File: src/rtl/vend_pkg.sv
// Shared types and constants for the vending machine keypad/price entry path.
// Holds the converter FSM states, BCD digit constants and a counter width helper.
package vend_pkg;

    localparam int         BCD_DIGIT_W    = 4;
    localparam logic [3:0] BCD_ADJ_THRESH = 4'd8;

    typedef enum logic [1:0] {
        S_IDLE  = 2'd0,
        S_SHIFT = 2'd1,
        S_DONE  = 2'd2
    } conv_state_e;

    // The counter must be able to hold BIN_W itself, reached on the final iteration.
    function automatic int cnt_width(input int bin_w);
        return $clog2(bin_w + 1);
    endfunction

endpackage

File: src/rtl/bcd_to_binary_serial_adjust.sv
// Per-digit correction for reverse double dabble: subtract 3 when the nibble is
// at least 8, and flag nibbles that are not valid BCD.
module bcd_digit_adjust
    import vend_pkg::*;
(
    input  logic [BCD_DIGIT_W-1:0] digit_i,
    output logic [BCD_DIGIT_W-1:0] digit_o,
    output logic                   invalid_o
);

    // Correction and validity check; no carry leaves the nibble.
    always_comb begin
        digit_o   = digit_i;
        invalid_o = 1'b0;
        if (digit_i >= BCD_ADJ_THRESH) begin
            digit_o = digit_i - 4'd3;
        end else begin
            digit_o = digit_i;
        end
        if (digit_i > 4'd9) begin
            invalid_o = 1'b1;
        end else begin
            invalid_o = 1'b0;
        end
    end

endmodule

File: src/rtl/bcd_to_binary_serial.sv
// Iterative BCD-to-binary converter (reverse double dabble), one shift-and-correct
// step per clock, with a start/done handshake and an invalid-digit error flag.
module bcd_to_binary_serial
    import vend_pkg::*;
#(
    parameter int DIGITS = 2,
    parameter int BIN_W  = 7
) (
    input  logic                          clk,
    input  logic                          rst_n,
    input  logic                          start_i,
    input  logic [BCD_DIGIT_W*DIGITS-1:0] bcd_in_i,
    output logic                          busy_o,
    output logic                          done_o,
    output logic                          err_o,
    output logic [BIN_W-1:0]              bin_out_o
);

    localparam int DIG_W = BCD_DIGIT_W * DIGITS;
    localparam int SR_W  = DIG_W + BIN_W;
    localparam int CNT_W = cnt_width(BIN_W);
    localparam logic [CNT_W-1:0] CNT_LAST = CNT_W'(BIN_W - 1);

    conv_state_e      state_q, state_d;
    logic [CNT_W-1:0] cnt_q, cnt_d;
    logic [DIG_W-1:0] digits_q, digits_d;
    logic [BIN_W-1:0] bin_sr_q, bin_sr_d;
    logic [BIN_W-1:0] bin_out_q, bin_out_d;
    logic             err_q, err_d;
    logic             busy_q, busy_d;
    logic             done_q, done_d;

    logic [SR_W-1:0]   shifted_s;
    logic [DIG_W-1:0]  adj_in_s;
    logic [DIG_W-1:0]  adj_out_s;
    logic [DIGITS-1:0] bad_s;
    logic              any_bad_s;

    assign shifted_s = {digits_q, bin_sr_q} >> 1;

    // The adjusters are shared: in IDLE they screen the incoming digits for
    // validity, in SHIFT they correct the freshly shifted digit nibbles.
    assign adj_in_s  = (state_q == S_SHIFT) ? shifted_s[SR_W-1:BIN_W] : bcd_in_i;
    assign any_bad_s = |bad_s;

    for (genvar g = 0; g < DIGITS; g++) begin : g_adj
        bcd_digit_adjust u_adj (
            .digit_i   (adj_in_s[g*BCD_DIGIT_W +: BCD_DIGIT_W]),
            .digit_o   (adj_out_s[g*BCD_DIGIT_W +: BCD_DIGIT_W]),
            .invalid_o (bad_s[g])
        );
    end

    // Next-state and datapath control.
    always_comb begin
        state_d   = state_q;
        cnt_d     = cnt_q;
        digits_d  = digits_q;
        bin_sr_d  = bin_sr_q;
        bin_out_d = bin_out_q;
        err_d     = err_q;
        case (state_q)
            S_IDLE: begin
                if (start_i) begin
                    digits_d  = bcd_in_i;
                    bin_sr_d  = '0;
                    cnt_d     = '0;
                    bin_out_d = '0;
                    if (any_bad_s) begin
                        err_d   = 1'b1;
                        state_d = S_DONE;
                    end else begin
                        err_d   = 1'b0;
                        state_d = S_SHIFT;
                    end
                end else begin
                    state_d = S_IDLE;
                end
            end
            S_SHIFT: begin
                digits_d = adj_out_s;
                bin_sr_d = shifted_s[BIN_W-1:0];
                cnt_d    = cnt_q + {{(CNT_W-1){1'b0}}, 1'b1};
                if (cnt_q == CNT_LAST) begin
                    state_d   = S_DONE;
                    bin_out_d = shifted_s[BIN_W-1:0];
                end else begin
                    state_d = S_SHIFT;
                end
            end
            S_DONE: begin
                state_d = S_IDLE;
            end
            default: begin
                state_d = S_IDLE;
            end
        endcase
        busy_d = (state_d != S_IDLE);
        done_d = (state_d == S_DONE);
    end

    // State and output registers.
    always_ff @(posedge clk or negedge rst_n) begin
        if (!rst_n) begin
            state_q   <= S_IDLE;
            cnt_q     <= '0;
            digits_q  <= '0;
            bin_sr_q  <= '0;
            bin_out_q <= '0;
            err_q     <= 1'b0;
            busy_q    <= 1'b0;
            done_q    <= 1'b0;
        end else begin
            state_q   <= state_d;
            cnt_q     <= cnt_d;
            digits_q  <= digits_d;
            bin_sr_q  <= bin_sr_d;
            bin_out_q <= bin_out_d;
            err_q     <= err_d;
            busy_q    <= busy_d;
            done_q    <= done_d;
        end
    end

    assign busy_o    = busy_q;
    assign done_o    = done_q;
    assign err_o     = err_q;
    assign bin_out_o = bin_out_q;

endmodule
File: config.mk
export PLATFORM = sky130hd
export DESIGN_NAME = bcd_to_binary_serial
export DESIGN_NICKNAME = d
export VERILOG_FILES = /design/src/rtl/vend_pkg.sv /design/src/rtl/bcd_to_binary_serial_adjust.sv /design/src/rtl/bcd_to_binary_serial.sv
export SDC_FILE = /design/constraint.sdc
export NUM_CORES = 1
export LEC_CHECK = 0
export CORE_UTILIZATION = 52
export CTS_CLUSTER_DIAMETER = 80
export CTS_CLUSTER_SIZE = 40
export DETAILED_ROUTE_END_ITERATION = 12
export PLACE_DENSITY_LB_ADDON = 0.05
export SLEW_MARGIN = 10
export SYNTH_ARGS = -nofsm -noshare
export SYNTH_HDL_FRONTEND = slang
export SYNTH_SLANG_ARGS = --single-unit
File: constraint.sdc
create_clock -name clk -period 2.1 [get_ports clk]
set_input_delay 0.42 -clock clk [delete_from_list [all_inputs] [get_ports clk]]
set_output_delay 0.42 -clock clk [all_outputs]
set_load 0.05 [all_outputs]
==> impl_metrics.ini <==
[floorplan]
initial_core_util_pct = 55.0
die_w_um = 53.0
dieArea_um2 = 2800
die_y_um = 53.0
pin_count = 21
core_area_um2 = 2450
rows = 18

[clock_tree]
htreeDepth = 2
postCtsSetupBuffers = 0
tritoncts = built
clk_path_buf_depth = 2
cts_inserted_buffers = 5
clkSinkCount = 29
root_buffer = clkbuf_4
cts_resized = 0
path_clk_slew_ns = 0.09
clock_latency_ns = 0.33
cts_hold_buf = 0

[yosys]
synth_edf_count = 0
syn_area_um2 = 1350
yosys_most_used_dff = dfrtp_1
syn_nets = 148
syn-instance-count = 133
synth_area_per_cell_um2 = 10.2
synth_seq_cells = 29
synth_cell_types = 28
yosysWarnings = 0
ys_seq_area_share_pct = 53.8
async_flop_share_pct = 100

[critical_path]
r2r_start = state_q[0]$_DFF_PN0_
crit_type = flip-flop to primary output
crit_buf_inv = 1
cpPeakStageDelay_ns = 0.80
cp-end-kind = primary output
path_delay_family = buffers and inverters
worstSetupStartpoint = bin_out_o[4]$_DFFE_PN0P_
worst_setup_path_start_kind = flip-flop
critPathSlowestCell = clkdlybuf4s50_1
critical_path.cell_chain = clkdlybuf4s50_1
path_max_fanout = 2
critPathRequiredTime_ns = 1.68
arrival_ns = 1.50

[sta]
fin_crit_sh_pct = 91.4
min_period_ns = 1.92
slew_headroom_pct = 64.6
setup_ws_ns = 0.181
fin_skew_ns = 0.0112
tightest_slew_ns = 0.531
tns_ns = 0
drv_slew = 0
fmax_ghz = 0.521
setup_violations = 0
hold_violations = 0
rsz0062_at_grt = no

[placement]
gp_congestion = 0.776
port_buffers = 20
detailedPlace.worstSlack_ns = 0.238
detailed_place_hpwl_mm = 1.70

[grt]
grt_pass1_wl_mm = 4.22
gr-max-usage-layer = met2
grt.met2_usage_pct = 34.0
grt_usage_pct = 21.7
grt_util_met3_pct = 7.76
grt.overflow.total = 0
met1_usage_pct = 26.6
grt_max_degree = 30
antenna_found_initial = 0
grt_pass1_vias = 947

[hold_path]
min_path_type = input pin to async pin

[finish]
drive_gt1_share_pct = 10.6
fin_nets = 175
fillers = 196
area_delta_synth_final_pct = 22.8
antennaDiodeCount = 0

[detailed_routing]
dr.pass1.iters = 4
remaining_drc_errors = 0
via_count = 1013
vias_per_cell = 5.30
ant_nets = 0
wire_per_inst_um = 13.0
wirelength_mm = 2.47
drtIter0Drc = 20

[power_and_ir_drop]
peakVddDrop_mv = 0.959
p_leak_nw = 0.730
power_density_nw_per_um2 = 1590

[outcome]
status = finished, final reports clean

[job]
drv_cap = 0
-- layer usage --
metal / vias up / wire (um)
li1: 501 / -
met1: 483 / 1130
met5: - / 0
met4: 0 / 53
met2: 22 / 1180
met3: 7 / 105
-- worst reg2reg max path, delay by kind of cell, from the launching register on --
kind,cells,cell delay [ns]
flip-flops,1,0.46
AND/OR/NAND/NOR,4,0.66
adder cells (fa/ha/maj),1,0.19
AO/OA/AOI/OAI,3,0.38
-- where the power goes --
group | internal (mW) | switching [mW]
Sequential | 0.796 | 0.181
Clock | 0.194 | 0.196
Combinational | 0.507 | 0.768
-- worst paths after layout --
check,endpoint,slack [ns],depth (start not counted)
worst max-delay path,bin_out_o[4],0.18,1
worst min-delay path,bin_out_o[3]$_DFFE_PN0P_,0.46,2
worst max register to register,err_o$_DFFE_PN0P_,0.35,8
worst min register to register,digits_q[6]$_DFFE_PN0P_,0.50,2
max in group asynchronous,bin_out_o[1]$_DFFE_PN0P_,1.36,2
min in group clk,digits_q[6]$_DFFE_PN0P_,0.50,2
-- cells in the mapped netlist, types with 2 or more instances --
cell,count,share of area (%)
a21oi_1,4,1.5
a22o_1,6,3.9
buf_2,3,1.1
buf_4,2,1.1
buf_6,2,1.7
dfrtp_1,29,54
ha_1,4,3.7
inv_1,10,2.8
mux2i_1,4,3.0
nand2_1,20,5.6
nand2b_1,2,0.93
nand3_1,8,3.0
nor2_1,5,1.4
nor2b_1,2,0.93
o211ai_1,2,1.1
o21ai_0,16,5.9
o2bb2ai_1,2,1.3
xnor2_1,2,1.3
-- per-stage QoR --
stage	total power, mW	utilization (%)	area, um^2	hold WS [ns]	std cells
finish	2.64	67.5	1660	0.456	191
global placement	2.23	64.7	1590	0.470	183
global route	2.86	67.5	1660	0.508	191
floorplan	1.91	-	1350	0.124	133
detailed placement	2.26	64.7	1590	0.482	183
CTS	2.67	67.5	1660	0.455	191
-- logic make-up (layout without fill, tap and decap cells) --
logic type      after synthesis  count (layout)  share of synthesized area, %
flops                        29              29                          53.8
simple gates                 39              39                          13.6
xor+xnor                      3               3                          1.95
compound gates               37              37                          17.3
mux                           4               4                          2.97
buf+inv                      17              45                          6.67
fa+ha+maj                     4               4                          3.71
-- cell type report --
| type | instances | area (um^2) | area share [%] |
|---|---|---|---|
| multi-input combinational | 87 | 534 | 32.2 |
| clock buffer | 7 | 65.1 | 3.92 |
| clock inverter | 1 | 5.00 | 0.302 |
| tap | 30 | 37.5 | 2.26 |
| timing repair buffer | 27 | 253 | 15.2 |
| inverter | 10 | 37.5 | 2.26 |
| sequential | 29 | 726 | 43.8 |
-- cells in the final DEF (no fill, tap or decap), types with 2 or more instances in the layout --
cell type | netlist | routed
a21oi_1 | 4 | 4
a22o_1 | 6 | 6
buf_4 | 2 | 7
clkbuf_4 | 0 | 5
clkbuf_8 | 0 | 2
clkdlybuf4s50_1 | 0 | 20
dfrtp_1 | 29 | 29
ha_1 | 4 | 4
inv_1 | 10 | 10
mux2i_1 | 4 | 4
nand2_1 | 20 | 20
nand2b_1 | 2 | 2
nand3_1 | 8 | 8
nor2_1 | 5 | 5
nor2b_1 | 2 | 2
o211ai_1 | 2 | 2
o21ai_0 | 16 | 16
o2bb2ai_1 | 2 | 2
xnor2_1 | 2 | 2
-- registers in the layout, summed over array words and instances (netlist names) --
signal	count
digits_q	8
done_o	1
cnt_q	3
bin_sr_q	6
busy_o	1
bin_out_o	7
state_q	2
err_o	1
Power figures use the tool's default switching activity.
